**src/rtl/tx_scheduler_pkg.sv**
```systemverilog
// Shared definitions for the transmit scheduler slice.
//   state_t   : scheduler FSM states
//   HDR_BASE  : constant upper bits of the header byte (OR'd with grant id)
//   N_REQ_DEF : default requester count
//   TMO_DEF   : default UART busy-rise timeout in cycles
package tx_scheduler_pkg;

   localparam int         N_REQ_DEF = 4;
   localparam int         TMO_DEF   = 8;
   localparam logic [7:0] HDR_BASE  = 8'hA0;

   typedef enum logic [2:0] {
      S_IDLE     = 3'd0,
      S_HDR_SEND = 3'd1,
      S_HDR_HI   = 3'd2,
      S_HDR_LO   = 3'd3,
      S_PLD_SEND = 3'd4,
      S_PLD_HI   = 3'd5,
      S_PLD_LO   = 3'd6,
      S_DONE     = 3'd7
   } state_t;

endpackage

```
**src/rtl/tx_scheduler_if.sv**
```systemverilog
// Requester + UART side bundle of the transmit scheduler.
//   req/data_in/uart_busy          : driven by requesters and the UART (master)
//   ack/uart_transmit/uart_data    : driven by the scheduler (slave)
//   grant_id/sched_busy/err        : scheduler status
interface tx_scheduler_if
   import tx_scheduler_pkg::*;
#(
   parameter int N_REQ   = N_REQ_DEF,
   parameter int DATA_BW = 8
);

   logic [N_REQ-1:0]         req;
   logic [N_REQ*DATA_BW-1:0] data_in;
   logic [N_REQ-1:0]         ack;
   logic                     uart_busy;
   logic                     uart_transmit;
   logic [DATA_BW-1:0]       uart_data;
   logic [1:0]               grant_id;
   logic                     sched_busy;
   logic                     err;

   modport master (
      output req, data_in, uart_busy,
      input  ack, uart_transmit, uart_data, grant_id, sched_busy, err
   );

   modport slave (
      input  req, data_in, uart_busy,
      output ack, uart_transmit, uart_data, grant_id, sched_busy, err
   );

endinterface

```
**src/rtl/tx_scheduler_rr_arbiter.sv**
```systemverilog
// Round-robin requester selection.
//   req         : pending requests
//   last_served : index served most recently; search starts one above it
//   valid       : at least one request pending
//   idx         : winning requester
module rr_arbiter
   import tx_scheduler_pkg::*;
#(
   parameter int N_REQ = N_REQ_DEF
) (
   input  logic [N_REQ-1:0] req,
   input  logic [1:0]       last_served,
   output logic             valid,
   output logic [1:0]       idx
);

   int unsigned      cand;
   logic [N_REQ-1:0] rot;

   // Walk offsets 1..N_REQ from last_served; the first hit wins, so the
   // last-served requester itself is checked last.
   always_comb begin
      valid = 1'b0;
      idx   = '0;
      cand  = 0;
      rot   = '0;
      for (int unsigned k = 1; k <= N_REQ; k++) begin
         cand = (32'(last_served) + k) % N_REQ;
         rot  = req >> cand;
         if (!valid && rot[0]) begin
            valid = 1'b1;
            idx   = 2'(cand);
         end
      end
   end

endmodule

```
**src/rtl/tx_scheduler.sv**
```systemverilog
// Round-robin transmit scheduler: serves one requester at a time and sends a
// two-frame packet (header HDR_BASE|grant_id, then latched payload) through a
// UART using a transmit pulse / busy handshake.
//   clk, rst : clock, asynchronous active-high reset
//   bus      : tx_scheduler_if.slave (requests, payloads, acks, UART, status)
module tx_scheduler
   import tx_scheduler_pkg::*;
#(
   parameter int N_REQ   = N_REQ_DEF,
   parameter int DATA_BW = 8,
   parameter int TMO     = TMO_DEF
) (
   input  logic          clk,
   input  logic          rst,
   tx_scheduler_if.slave bus
);

   localparam int CW = $clog2(TMO + 1);

   state_t             state_q, state_d;
   logic [1:0]         grant_id_q, grant_id_d;
   logic [1:0]         last_q, last_d;
   logic [DATA_BW-1:0] payload_q, payload_d;
   logic [DATA_BW-1:0] uart_data_q, uart_data_d;
   logic [N_REQ-1:0]   ack_q, ack_d;
   logic               tx_q, tx_d;
   logic               busy_q, busy_d;
   logic               err_q, err_d;
   logic [CW-1:0]      cnt_q, cnt_d, cnt_inc;
   logic               arb_valid;
   logic [1:0]         arb_idx;

   rr_arbiter #(.N_REQ(N_REQ)) u_arb (
      .req         (bus.req),
      .last_served (last_q),
      .valid       (arb_valid),
      .idx         (arb_idx)
   );

   assign cnt_inc = (cnt_q == CW'(TMO)) ? cnt_q : cnt_q + 1'b1;

   // Outputs are computed alongside the next state so they are registered
   // and line up with the state they belong to.
   always_comb begin
      state_d     = state_q;
      grant_id_d  = grant_id_q;
      last_d      = last_q;
      payload_d   = payload_q;
      uart_data_d = uart_data_q;
      ack_d       = '0;
      tx_d        = 1'b0;
      err_d       = err_q;
      cnt_d       = cnt_q;
      case (state_q)
         S_IDLE: begin
            uart_data_d = '0;
            if (arb_valid && !bus.uart_busy) begin
               state_d     = S_HDR_SEND;
               grant_id_d  = arb_idx;
               payload_d   = DATA_BW'(bus.data_in >> (int'(arb_idx) * DATA_BW));
               uart_data_d = DATA_BW'(HDR_BASE) | DATA_BW'(arb_idx);
               tx_d        = 1'b1;
            end
         end
         S_HDR_SEND: begin
            state_d = S_HDR_HI;
            cnt_d   = '0;
         end
         S_HDR_HI, S_PLD_HI: begin
            if (bus.uart_busy) begin
               state_d = (state_q == S_HDR_HI) ? S_HDR_LO : S_PLD_LO;
            end else begin
               cnt_d = cnt_inc;
               // Abort: the requester is treated as served so arbitration moves on.
               if (cnt_inc == CW'(TMO)) begin
                  state_d     = S_IDLE;
                  err_d       = 1'b1;
                  last_d      = grant_id_q;
                  uart_data_d = '0;
               end
            end
         end
         S_HDR_LO: begin
            if (!bus.uart_busy) begin
               state_d     = S_PLD_SEND;
               tx_d        = 1'b1;
               uart_data_d = payload_q;
            end
         end
         S_PLD_SEND: begin
            state_d = S_PLD_HI;
            cnt_d   = '0;
         end
         S_PLD_LO: begin
            if (!bus.uart_busy) begin
               state_d     = S_DONE;
               ack_d       = N_REQ'(1) << grant_id_q;
               uart_data_d = '0;
            end
         end
         S_DONE: begin
            state_d = S_IDLE;
            last_d  = grant_id_q;
         end
         default: begin
            state_d     = S_IDLE;
            uart_data_d = '0;
         end
      endcase
      busy_d = (state_d != S_IDLE);
   end

   always_ff @(posedge clk or posedge rst) begin
      if (rst) begin
         state_q     <= S_IDLE;
         grant_id_q  <= '0;
         last_q      <= 2'(N_REQ - 1);
         payload_q   <= '0;
         uart_data_q <= '0;
         ack_q       <= '0;
         tx_q        <= 1'b0;
         busy_q      <= 1'b0;
         err_q       <= 1'b0;
         cnt_q       <= '0;
      end else begin
         state_q     <= state_d;
         grant_id_q  <= grant_id_d;
         last_q      <= last_d;
         payload_q   <= payload_d;
         uart_data_q <= uart_data_d;
         ack_q       <= ack_d;
         tx_q        <= tx_d;
         busy_q      <= busy_d;
         err_q       <= err_d;
         cnt_q       <= cnt_d;
      end
   end

   assign bus.ack           = ack_q;
   assign bus.uart_transmit = tx_q;
   assign bus.uart_data     = uart_data_q;
   assign bus.grant_id      = grant_id_q;
   assign bus.sched_busy    = busy_q;
   assign bus.err           = err_q;

endmodule

```
**src/flat_wrapper.sv**
```systemverilog
// flat-port wrapper written by rule: the top's interface ports become plain ports
module tx_scheduler_flat import tx_scheduler_pkg::*;
#(
   parameter int N_REQ   = N_REQ_DEF,
   parameter int DATA_BW = 8,
   parameter int TMO     = TMO_DEF
)
  (clk, rst, bus_req, bus_data_in, bus_uart_busy, bus_ack, bus_uart_transmit, bus_uart_data, bus_grant_id, bus_sched_busy, bus_err);
  tx_scheduler_if #(.N_REQ(N_REQ), .DATA_BW(DATA_BW)) bus_i ();
  input  logic clk;
  input  logic rst;
  input wire logic [$bits(bus_i.req)-1:0] bus_req;
  input wire logic [$bits(bus_i.data_in)-1:0] bus_data_in;
  input wire logic [$bits(bus_i.uart_busy)-1:0] bus_uart_busy;
  output wire logic [$bits(bus_i.ack)-1:0] bus_ack;
  output wire logic [$bits(bus_i.uart_transmit)-1:0] bus_uart_transmit;
  output wire logic [$bits(bus_i.uart_data)-1:0] bus_uart_data;
  output wire logic [$bits(bus_i.grant_id)-1:0] bus_grant_id;
  output wire logic [$bits(bus_i.sched_busy)-1:0] bus_sched_busy;
  output wire logic [$bits(bus_i.err)-1:0] bus_err;
  assign bus_i.req = bus_req;
  assign bus_i.data_in = bus_data_in;
  assign bus_i.uart_busy = bus_uart_busy;
  assign bus_ack = bus_i.ack;
  assign bus_uart_transmit = bus_i.uart_transmit;
  assign bus_uart_data = bus_i.uart_data;
  assign bus_grant_id = bus_i.grant_id;
  assign bus_sched_busy = bus_i.sched_busy;
  assign bus_err = bus_i.err;
  tx_scheduler #(.N_REQ(N_REQ), .DATA_BW(DATA_BW), .TMO(TMO)) u_core (.clk(clk), .rst(rst), .bus(bus_i));
endmodule
```
**config.mk**
```make
export PLATFORM = sky130hd
export DESIGN_NAME = tx_scheduler_flat
export DESIGN_NICKNAME = d
export VERILOG_FILES = /design/src/rtl/tx_scheduler_pkg.sv /design/src/rtl/tx_scheduler_if.sv /design/src/rtl/tx_scheduler_rr_arbiter.sv /design/src/rtl/tx_scheduler.sv /design/src/flat_wrapper.sv
export SDC_FILE = /design/constraint.sdc
export NUM_CORES = 1
export LEC_CHECK = 0
export BUFFER_PORTS_ARGS = -buffer_cell sky130_fd_sc_hd__buf_4
export CAP_MARGIN = 20
export CORE_UTILIZATION = 39
export DETAILED_ROUTE_END_ITERATION = 8
export SLEW_MARGIN = 20
export SYNTH_ARGS = -nofsm -noshare
export SYNTH_HDL_FRONTEND = slang
export SYNTH_HIERARCHICAL = 1
export SYNTH_SLANG_ARGS = --single-unit
export TNS_END_PERCENT = 10
```
**constraint.sdc**
```tcl
create_clock -name clk -period 3 [get_ports clk]
set_clock_uncertainty 0.15 [all_clocks]
set_input_delay 0.6 -clock clk [delete_from_list [all_inputs] [get_ports clk]]
set_output_delay 0.6 -clock clk [all_outputs]
set_load 0.1 [all_outputs]
```
==> summary.txt, run 1 <==
Outcome
  • Status: finished with violations
  • Failing checks: design-rule violations

Timing
  • Final critical-path share of the clock period: a little over four fifths
  • Total Neg Setup Slack: 0 ns
  • RSZ-0062 raised after global routing: no
  • Final number of setup-violating endpoints: 0
  • Worst-margin pin slew: around 0.78 ns
  • Slew headroom: ~48%
  • Fin. Hold Viols: 0
  • Min cycle time layout: around 2.5 ns
  • Peak Freq: about 0.4 GHz
  • Final slew viol count: 0

Worst setup path
  • Crit-path max FO: 10
  • Worst endpoint data arrival time: around 2.5 ns
  • Flop-to-flop setup slack: 0.49 ns
  • Critical Path Start Type: flop
  • Slowest-stage cell, CP: o221ai_2
  • CP required: about 3.0 ns
  • CP Cell Sequence: nand2b_1 -> a21oi_2 -> o221ai_2 -> mux4_2 -> mux2_2
  • RR Endpoint: u_core/payload_q[4]$_DFFE_PP0P_
  • Worst setup EP type: flop
  • Critical path class: flop to flop
  • Crit-path max cell delay: roughly 0.6 ns
  • Worst reg2reg startpoint: u_core/last_q[1]$_DFFE_PP1P_
  • Reg2Reg Depth: 5

Placed design
  • Hpwl dp: 3170 um
  • Port bufs: 55
  • Gp weighted congestion: between 0.9 and 1

Synth
  • #FFs+latches synth: 34
  • Seq/Total Area, Yosys: 46.3%
  • Mapped Avg Cell Area: 11.5 sq um
  • Synth top area cells: dfrtp_1 (43%), mux4_2 (9.8%), mux2_2 (7.3%), dfstp_2 (2.8%), nor2_1 (2.8%)
  • Mapped Cells: roughly 160
  • Adder-Cell Fraction of Synth Area: ~1.4%
  • Post-synth top cells: dfrtp_1 (32), nor2_1 (14), mux2_2 (12)
  • Syn_nets: 202
  • Synth Area in Compound Gates: 13.4%
  • Post-synth cell types: 39
  • Post-Synth Simple-Gate Area: 11.5%
  • Main combinational cell family by area after synthesis: multiplexers
  • Async SR Flop Fraction: 100%
  • Mux cell area share after synthesis: between 20% and 30%
  • EDFF count, synth: 0
  • Synth warn: 6
  • Count leader, synth: dfrtp_1
  • Synth top area share: between 40 and 50%
  • Yosys top cell by area: dfrtp_1
  • Synthesized cell area: approximately 1800 sq um
  • Predominant post-synthesis flop cell: dfrtp_1
  • XOR/XNOR share of the synthesized area: under 10%

Drt
  • Drt first pass iters: 6
  • Vias: roughly 1.5k
  • Wire length per cell: 15.1 um
  • Vias/cell: 5.43
  • # DRC: 2
  • Final antenna-violating net count: 0
  • Final wirelength: roughly 4000 um
  • 1st-iter DRT viols: approximately 100

CTS
  • Clock buffer depth: 2
  • # resized after CTS: 0
  • Root buffer cell: clkbuf_8
  • CTS H-tree depth: 2
  • Clock-pin slew on the worst setup and hold paths: 0.08 ns
  • CTS sink count: 34
  • Clock buffer count from CTS: 5
  • Post-CTS setup buffer count: 0
  • Hold buffers post-CTS: 0
  • CTS tree: yes
  • Worst-Skew Late Latency: 0.29 ns

Power
  • Power density over cell area: 1080 nW/um^2
  • Peak ir drop on the vdd network: 0.760 mV
  • Leak: ~1.1 nW
  • Total power: between 2 and 3 mW

GRT
  • Remaining global-route overflow: 0
  • Overall global routing resource usage: 18.3%
  • First-pass GRT wire length: just over 7000 um
  • Largest net degree at the start of global routing: 19
  • Vias in the first global route: about 1.5k
  • Initial antenna violation count: 0

Floorplanning
  • Full die area: roughly 5000 sq um
  • Die outline height: between 70 and 80 um
  • Core area: 4440 sq um
  • Standard-cell rows: 24
  • Initial Util: 41.5%
  • DIE WIDTH: 70.8 um
  • IO Pins: 56

Cells and area
  • Nets: 258
  • Antenna cells: 0
  • Area delta synth->final: 29.2%
  • Fillers: between 300 and 400
  • Storage cell area: approximately 850 sq um
  • Layout cells sized above 1: between 40% and 50%
  • Multi-input logic area: between 900 and 1000 sq um

Job
  • Max-capacitance violation count: 0

Min path
  • HP Class: input pin to asynchronous set/reset pin
[cell families after synthesis]
group           Yosys count
compound gates           34
xor+xnor                  3
simple gates             43
fa+ha+maj                 2
buf+inv                  18
mux                      27
flops                    34
[critical path: cells and delay by family (launching register included)]
kind / cells / cell delay, ns
AO/OA/AOI/OAI: 2 / 0.66
flip-flops: 1 / 0.58
AND/OR/NAND/NOR: 1 / 0.14
multiplexers: 2 / 0.86
[cell usage in the layout (no fill, tap or decap), types with 5 or more instances in the layout]
cell / instances
nand2b_1: 5
mux2i_1: 5
a22o_1: 6
mux2_2: 12
clkbuf_8: 6
nor2_1: 14
mux4_2: 8
buf_4: 57
inv_1: 10
nand2_1: 10
a21oi_1: 10
dfrtp_1: 32
[how the worst max path moves through the flow]
stage,start,to,slack [ns]
after CTS,u_core/last_q[1]$_DFFE_PP1P_,u_core/payload_q[3]$_DFFE_PP0P_,0.42
after global routing,u_core/last_q[1]$_DFFE_PP1P_,u_core/payload_q[4]$_DFFE_PP0P_,0.34
after floorplan,bus_req[2],u_core/payload_q[0]$_DFFE_PP0P_,0.70
after detailed placement,bus_req[2],u_core/payload_q[3]$_DFFE_PP0P_,0.20
final,u_core/last_q[1]$_DFFE_PP1P_,u_core/payload_q[4]$_DFFE_PP0P_,0.49
after global placement,bus_req[2],u_core/payload_q[5]$_DFFE_PP0P_,0.28
[metrics by stage]
step	area [sq um]	utilization (%)	hold WS, ns	setup WS [ns]	cells
global route	2380	53.6	0.316	0.341	270
floorplan	1840	-	0.310	0.698	161
CTS	2380	53.6	0.283	0.419	270
global placement	2290	51.5	0.313	0.280	262
detailed placement	2290	51.5	0.318	0.204	262
finish	2380	53.6	0.262	0.488	270
[state kept, by name, summed over array words and instances, names as in the netlist]
register	count
u_core/state_q	3
u_core/bus.grant_id	2
u_core/bus.sched_busy	1
u_core/bus.uart_data	8
u_core/payload_q	8
u_core/bus.err	1
u_core/last_q	2
u_core/bus.ack	4
u_core/cnt_q	4
u_core/bus.uart_transmit	1
[per-layer routing]
metal / vias up / GRT usage [%] / wire length [um]
met5: - / 0 / 0
met4: 0 / 8.89 / 89
met3: 10 / 4.13 / 223
met2: 47 / 28.3 / 1990
met1: 713 / 24.4 / 1770
li1: 697 / - / -
[layout make-up]
cell class | count | share of cell area [%]
clock inverters | 2 | 0.525
multi-input cells | 109 | 38.0
clock buffers | 6 | 3.46
repair buffers | 57 | 18.0
well taps | 52 | 2.73
inverters | 10 | 1.57
flip-flops and latches | 34 | 35.8
[report_power, final]
part	leakage [nW]	switching [mW]	internal, mW
sequential	0.426	0.179	0.644
clock	0.0472	0.168	0.184
combinational	0.668	0.900	0.497
total	1.14	1.25	1.33
(Power assumes the default switching activity.)
==> run 2, diff against run 1 <==
- PLACE_DENSITY: not set -> 0.66
- clock period: 3 -> 2.3 ns (I/O delays scaled with it)
==> run 2 against run 1 <==
  * The run still ends with design-rule violations left
  * Wire length is 0.37% lower
  * Final cell count is 1.9% higher
  * Non-clock buffer count is 5 higher
  * Via count is 0.95% lower
==> summary.txt, run 2 (same netlist as run 1, synthesis figures left out) <==
Timing
  • Final slew viol count: 0
  • Final worst setup slack: ~0.11 ns
  • Slew headroom: roughly 72%
  • Hold Slack: around 0.12 ns
  • Worst-margin pin slew: 0.425 ns
  • Final number of setup-violating endpoints: 0
  • Peak Freq: between 0.4 and 0.5 GHz
  • Total Neg Setup Slack: 0 ns
  • Final critical-path share of the clock period: between 90% and 100%
  • Fin. Hold Viols: 0
  • Min cycle time layout: between 2 and 2.5 ns
  • RSZ-0062 raised after global routing: no

Floorplanning
  • Standard-cell rows: 24
  • DIE WIDTH: approximately 71 um
  • Die outline height: 70.8 um
  • Core area: around 4400 sq um
  • IO Pins: 56
  • Full die area: approximately 5000 sq um
  • Initial Util: about two fifths

Min path
  • HP Class: input pin to asynchronous set/reset pin

GRT
  • Remaining global-route overflow: 0
  • Initial antenna violation count: 0
  • Largest net degree at the start of global routing: 35
  • Overall global routing resource usage: between 10% and 20%
  • Met2 Use GR: about a quarter
  • GR met3 Demand/Resource: 4.70%
  • Gr busiest metal: met2
  • Met1 usage in global routing: between 20 and 30%
  • Vias in the first global route: 1,419
  • First-pass GRT wire length: 6820 um

Drt
  • Drt first pass iters: 6
  • Wire length per cell: between 10 and 15 um
  • # DRC: 4
  • Vias: roughly 1.5k
  • Vias/cell: approximately 5.3
  • Final antenna-violating net count: 0
  • 1st-iter DRT viols: slightly above 90
  • Final wirelength: approximately 4100 um

Placed design
  • Hpwl dp: 3010 um
  • Setup WS pre-CTS: 0.0264 ns
  • Gp weighted congestion: approximately 0.86
  • Placed Cells: around 270
  • Port bufs: 55

Cells and area
  • Most common cell after layout, fill and taps aside: buf_4
  • Antenna cells: 0
  • Fin util: a little under three fifths
  • Finished Layout Cells: 275
  • Nets: roughly 260
  • Commonest non-fill, non-tap cells in the layout: buf_4 (61), dfrtp_1 (31), nor2_1 (14), mux2_2 (12)
  • Layout cells sized above 1: approximately 44%
  • Area delta synth->final: 34.7%

Worst setup path
  • Crit-path max FO: 8
  • Worst reg2reg startpoint: u_core/cnt_q[0]$_DFFE_PP0P_
  • CP Cell Sequence: inv_1 -> ha_1 -> a211oi_1 -> a211o_1 -> o2111ai_2 -> a21o_2 -> mux2_4
  • Flop-to-flop setup slack: about 0.11 ns
  • Worst endpoint data arrival time: between 2 and 2.5 ns
  • Critical path class: flop to flop
  • Crit path to: u_core/bus.uart_data[1]$_DFFE_PP0P_
  • Reg2Reg Depth: 7
  • Critical Path Start: u_core/cnt_q[0]$_DFFE_PP0P_
  • RR Endpoint: u_core/bus.uart_data[1]$_DFFE_PP0P_
  • Slowest-stage cell, CP: dfrtp_2
  • CP required: 2.33 ns
  • Crit-path max cell delay: around 0.4 ns
  • Critical Path Start Type: flop
  • Worst setup EP type: flop

CTS
  • Hold buffers post-CTS: 0
  • Clock buffer depth: 2
  • CTS H-tree depth: 2
  • Clock buffer count from CTS: 5
  • CTS sink count: 34
  • Clock-pin slew on the worst setup and hold paths: ~0.070 ns
  • Root buffer cell: clkbuf_8
  • Worst-Skew Late Latency: around 0.29 ns
  • CTS tree: yes

Power
  • Peak ir drop on the vdd network: 0.959 mV
  • Power density over cell area: about 1500 nW/um^2
  • Leak: about 1.2 nW

Outcome
  • Status: finished with violations
  • Failing checks: design-rule violations

Job
  • Max-capacitance violation count: 0
-- run 2: power by group --
part,switching (mW),internal [mW]
Combinational,1.20,0.693
Sequential,0.211,0.842
Clock,0.221,0.462
Total,1.63,2.00
-- run 2: per-layer routing --
layer  wire length [um]  vias up
met5                  0        -
met4                 61        0
met3                195        5
met2               1850       38
met1               1950      707
li1                   -      703
-- run 2: through the flow --
step	total power [mW]	cell area, sq um
6_report	3.63	2480
3_3_place_gp	2.93	2340
2_1_floorplan	2.55	1840
5_1_grt	3.84	2480
4_1_cts	3.65	2480
3_5_place_dp	2.96	2340
-- run 2: layout make-up --
| class | instances | area [sq um] |
|---|---|---|
| tap | 52 | 65.1 |
| sequential | 34 | 855 |
| multi-input combinational | 109 | 906 |
| timing repair buffer | 62 | 478 |
| clock inverter | 2 | 60.1 |
| inverter | 10 | 37.5 |
| fill | 414 | 1960 |
| clock buffer | 6 | 82.6 |
-- run 2: worst min path at each step --
| stage | endpoint | start | slack, ns |
|---|---|---|---|
| 6_report | u_core/bus.uart_data[2]$_DFFE_PP0P_ | rst | 0.12 |
| 4_1_cts | u_core/bus.uart_data[3]$_DFFE_PP0P_ | rst | 0.13 |
| 3_3_place_gp | u_core/bus.err$_DFFE_PP0P_ | u_core/bus.err$_DFFE_PP0P_ | 0.31 |
| 2_1_floorplan | u_core/bus.uart_data[2]$_DFFE_PP0P_ | u_core/payload_q[2]$_DFFE_PP0P_ | 0.31 |
| 5_1_grt | u_core/payload_q[2]$_DFFE_PP0P_ | rst | 0.15 |
| 3_5_place_dp | u_core/bus.err$_DFFE_PP0P_ | u_core/bus.err$_DFFE_PP0P_ | 0.32 |
-- run 2: worst max-delay path, delay by kind of cell (launching register included) --
kind	cells	cell delay [ns]
multiplexers	1	0.31
flip-flops	1	0.41
AO/OA/AOI/OAI	4	0.91
buffers and inverters	1	0.08
adder cells (fa/ha/maj)	1	0.22
-- run 2: what timing repair did --
item / 4_1_cts / 5_1_grt
setup endpoints to repair: 0 / 8
gates resized for setup: 0 / 2
buffers inserted: 0 / 0
==> run 3, diff against run 2 <==
- ABC_AREA: not set -> 1
- PLACE_DENSITY: 0.66 -> not set
==> run 3 against run 2 <==
  * The flow now finishes without violations
  * Hold slack better by 0.0052 ns
  * Worst setup slack worse by 0.018 ns
  * Core utilization down 1.7 points
  * Non-clock buffer count up 2
  * Clock power decreased by 34%
  * Final cell count up 57%
  * Synthesized cell count rose by 85%
  * Count of clock-buffer cells in the layout rose by 1
  * Final area grew 14%
  * Critical endpoint is now u_core/payload_q[6]$_DFFE_PP0P_
  * Largest power group unchanged
==> summary.txt, run 3 <==
Floorplanning
  • IO Pins: between 50 and 60
  • Core area: between 5000 and 6000 sq um
  • Die outline height: approximately 77 um
  • Standard-cell rows: 26
  • Full die area: 5880 sq um
  • Initial Util: 41.5%
  • DIE WIDTH: around 77 um

Cells and area
  • Fillers: 518
  • Layout cells sized above 1: 32.9%
  • Multi-input logic area: roughly 1200 sq um
  • Antenna cells: 0
  • Nets: ~400
  • Most common cell after layout, fill and taps aside: nand2_1
  • Area delta synth->final: 30.7%
  • Storage cell area: ~850 sq um
  • Fin util: 54.2%
  • Commonest non-fill, non-tap cells in the layout: nand2_1 (73), buf_4 (61), nor2_1 (38), dfrtp_1 (32), o21ai_0 (25)

Placed design
  • Hpwl dp: approximately 3800 um
  • Setup WS pre-CTS: -0.0630 ns
  • Gp weighted congestion: ~0.85
  • Port bufs: 55

Synth
  • Mapped Cells: ~300
  • Count leader, synth: nand2_1
  • Async SR Flop Fraction: 100%
  • Synth top area share: between 30 and 40%
  • Post-synth cell types: 29
  • Mapped Avg Cell Area: 7.29 sq um
  • Synth top area cells: dfrtp_1 (37%), nand2_1 (13%), nor2_1 (7.1%), o21ai_0 (6.7%), nand3_1 (4.8%)
  • EDFF count, synth: 0
  • #FFs+latches synth: 34
  • Syn_nets: about 340
  • Seq/Total Area, Yosys: between 30% and 40%
  • Synth warn: 6
  • Predominant post-synthesis flop cell: dfrtp_1
  • Synthesized cell area: roughly 2200 sq um
  • Yosys top cell by area: dfrtp_1
  • Post-synth top cells: nand2_1 (73), nor2_1 (41), dfrtp_1 (32)

Power
  • Power density over cell area: 1650 nW/um^2
  • Sw Ratio: a little over half
  • Power Internal: approximately 2.1 mW
  • Gate power share: 68.0%
  • Leak: 1.47 nW
  • Sequential share of power: between 20 and 25%
  • Clock share of power: 9.6%
  • Switching component of the power: 2.57 mW
  • Peak ir drop on the vdd network: ~0.89 mV

Timing
  • Slew headroom: 71.7%
  • Final slew viol count: 0
  • Worst-margin pin slew: 0.425 ns
  • Peak Freq: 0.452 GHz
  • Final worst setup slack: approximately 0.088 ns
  • Final number of setup-violating endpoints: 0
  • RSZ-0062 raised after global routing: yes
  • Fin. Hold Viols: 0
  • Final critical-path share of the clock period: 96.2%
  • Min cycle time layout: between 2 and 2.5 ns

Worst setup path
  • Worst endpoint data arrival time: 2.22 ns
  • CP Cell Sequence: buf_6 -> nand2_1 -> nand2_2 -> nand2_4 -> nand2_4 -> nor2_1 -> a21oi_2 -> nand3_4 -> buf_6 -> nor2_1 -> nor2_1 -> o21ai_1 -> a31oi_1
  • CP required: 2.31 ns
  • Crit-path leading delay family: simple AND/OR/NAND/NOR gates
  • Worst setup EP type: flop
  • Critical Path Start: u_core/last_q[0]$_DFFE_PP1P_
  • Flop-to-flop setup slack: between 0.08 and 0.09 ns
  • Crit path to: u_core/payload_q[6]$_DFFE_PP0P_
  • Slowest-stage cell, CP: dfstp_2
  • Crit-path max cell delay: 0.63 ns
  • Reg2Reg Depth: 13
  • RR Endpoint: u_core/payload_q[6]$_DFFE_PP0P_
  • Critical path class: flop to flop
  • WP buf/inv: 2
  • WP depth: 13
  • Critical Path Start Type: flop
  • Crit-path max FO: 8
  • Worst reg2reg startpoint: u_core/last_q[0]$_DFFE_PP1P_
  • Crit-path most repeated cell: nor2_1

CTS
  • Root buffer cell: clkbuf_8
  • CTS sink count: 34
  • Worst-Skew Late Latency: a little under 0.3 ns
  • Hold buffers post-CTS: 0
  • CTS tree: yes
  • CTS H-tree depth: 2
  • Clock buffer count from CTS: 5
  • Clock buffer depth: 2
  • Clock-pin slew on the worst setup and hold paths: approximately 0.07 ns

Drt
  • Final wirelength: ~5000 um
  • Wire length per cell: roughly 11 um
  • Final antenna-violating net count: 0
  • Drt first pass iters: 4
  • Vias: between 2k and 2.5k
  • # DRC: 0
  • Vias/cell: around 4.8
  • 1st-iter DRT viols: about 100

Outcome
  • Status: complete, no violations

Job
  • Max-capacitance violation count: 0

Min path
  • HP Class: input pin to asynchronous set/reset pin

GRT
  • Vias in the first global route: 1,852
  • First-pass GRT wire length: 8310 um
  • Remaining global-route overflow: 0
  • Initial antenna violation count: 0
  • Overall global routing resource usage: between 10% and 20%
  • Largest net degree at the start of global routing: 35
## run 3: area by class of cell
| type | count | share of cell area [%] |
|---|---|---|
| clock buffers | 7 | 3.04 |
| well taps | 70 | 3.08 |
| inverters | 30 | 4.49 |
| multi-input cells | 226 | 41.9 |
| repair buffers | 64 | 17.3 |
| clock inverters | 1 | 0.176 |
| flip-flops and latches | 34 | 30.0 |
## run 3: worst min path at each step
stage / to / cells past startpoint
3_5_place_dp: u_core/bus.err$_DFFE_PP0P_ / 2
3_3_place_gp: u_core/bus.err$_DFFE_PP0P_ / 2
2_1_floorplan: u_core/bus.uart_data[2]$_DFFE_PP0P_ / 2
4_1_cts: u_core/payload_q[0]$_DFFE_PP0P_ / 3
5_1_grt: u_core/payload_q[2]$_DFFE_PP0P_ / 3
6_report: u_core/bus.uart_data[4]$_DFFE_PP0P_ / 3
## run 3: cell families after synthesis
group                    Yosys count  synth area share (%)
AO/OA/AOI/OAI                     43                  11.0
adder cells (fa/ha/maj)            2                  1.15
buffers and inverters             38                  7.89
flip-flops                        34                  39.3
AND/OR/NAND/NOR                  181                  40.7
## run 3: what timing repair did
item	CTS	global route
pin swaps	0	7
setup endpoints to repair	2	10
resized for setup	2	19
buffers inserted	0	3
## run 3: tightest hold or removal path: stages
cell	delay, ns
buf_4	0.10
inv_1	0.04
buf_4	0.37
## run 3: per-stage QoR
| step | cells | hold WS (ns) | TNS (ns) | power [mW] | cell area [sq um] |
|---|---|---|---|---|---|
| floorplan | 298 | 0.300 | 0 | 3.38 | 2170 |
| global placement | 421 | 0.301 | -0.0413 | 3.98 | 2670 |
| detailed placement | 421 | 0.303 | -0.0733 | 4.01 | 2670 |
| CTS | 429 | 0.132 | 0 | 4.49 | 2770 |
| global route | 432 | 0.169 | -0.293 | 5.10 | 2840 |
| finish | 432 | 0.120 | 0 | 4.70 | 2840 |
## run 3: power groups by stage
stage	clock [mW]	combinational, mW	sequential [mW]
2_1_floorplan	0	1.84	1.53
3_3_place_gp	0	2.92	1.06
3_5_place_dp	0	2.94	1.07
4_1_cts	0.467	2.97	1.06
5_1_grt	0.492	3.52	1.09
6_report	0.452	3.20	1.05
## run 3: routing by layer
metal / GRT usage, % / routed length [um]
met5: 0 / 0
met4: 6.35 / 78
met3: 3.69 / 199
met2: 27.9 / 2270
met1: 23.7 / 2410
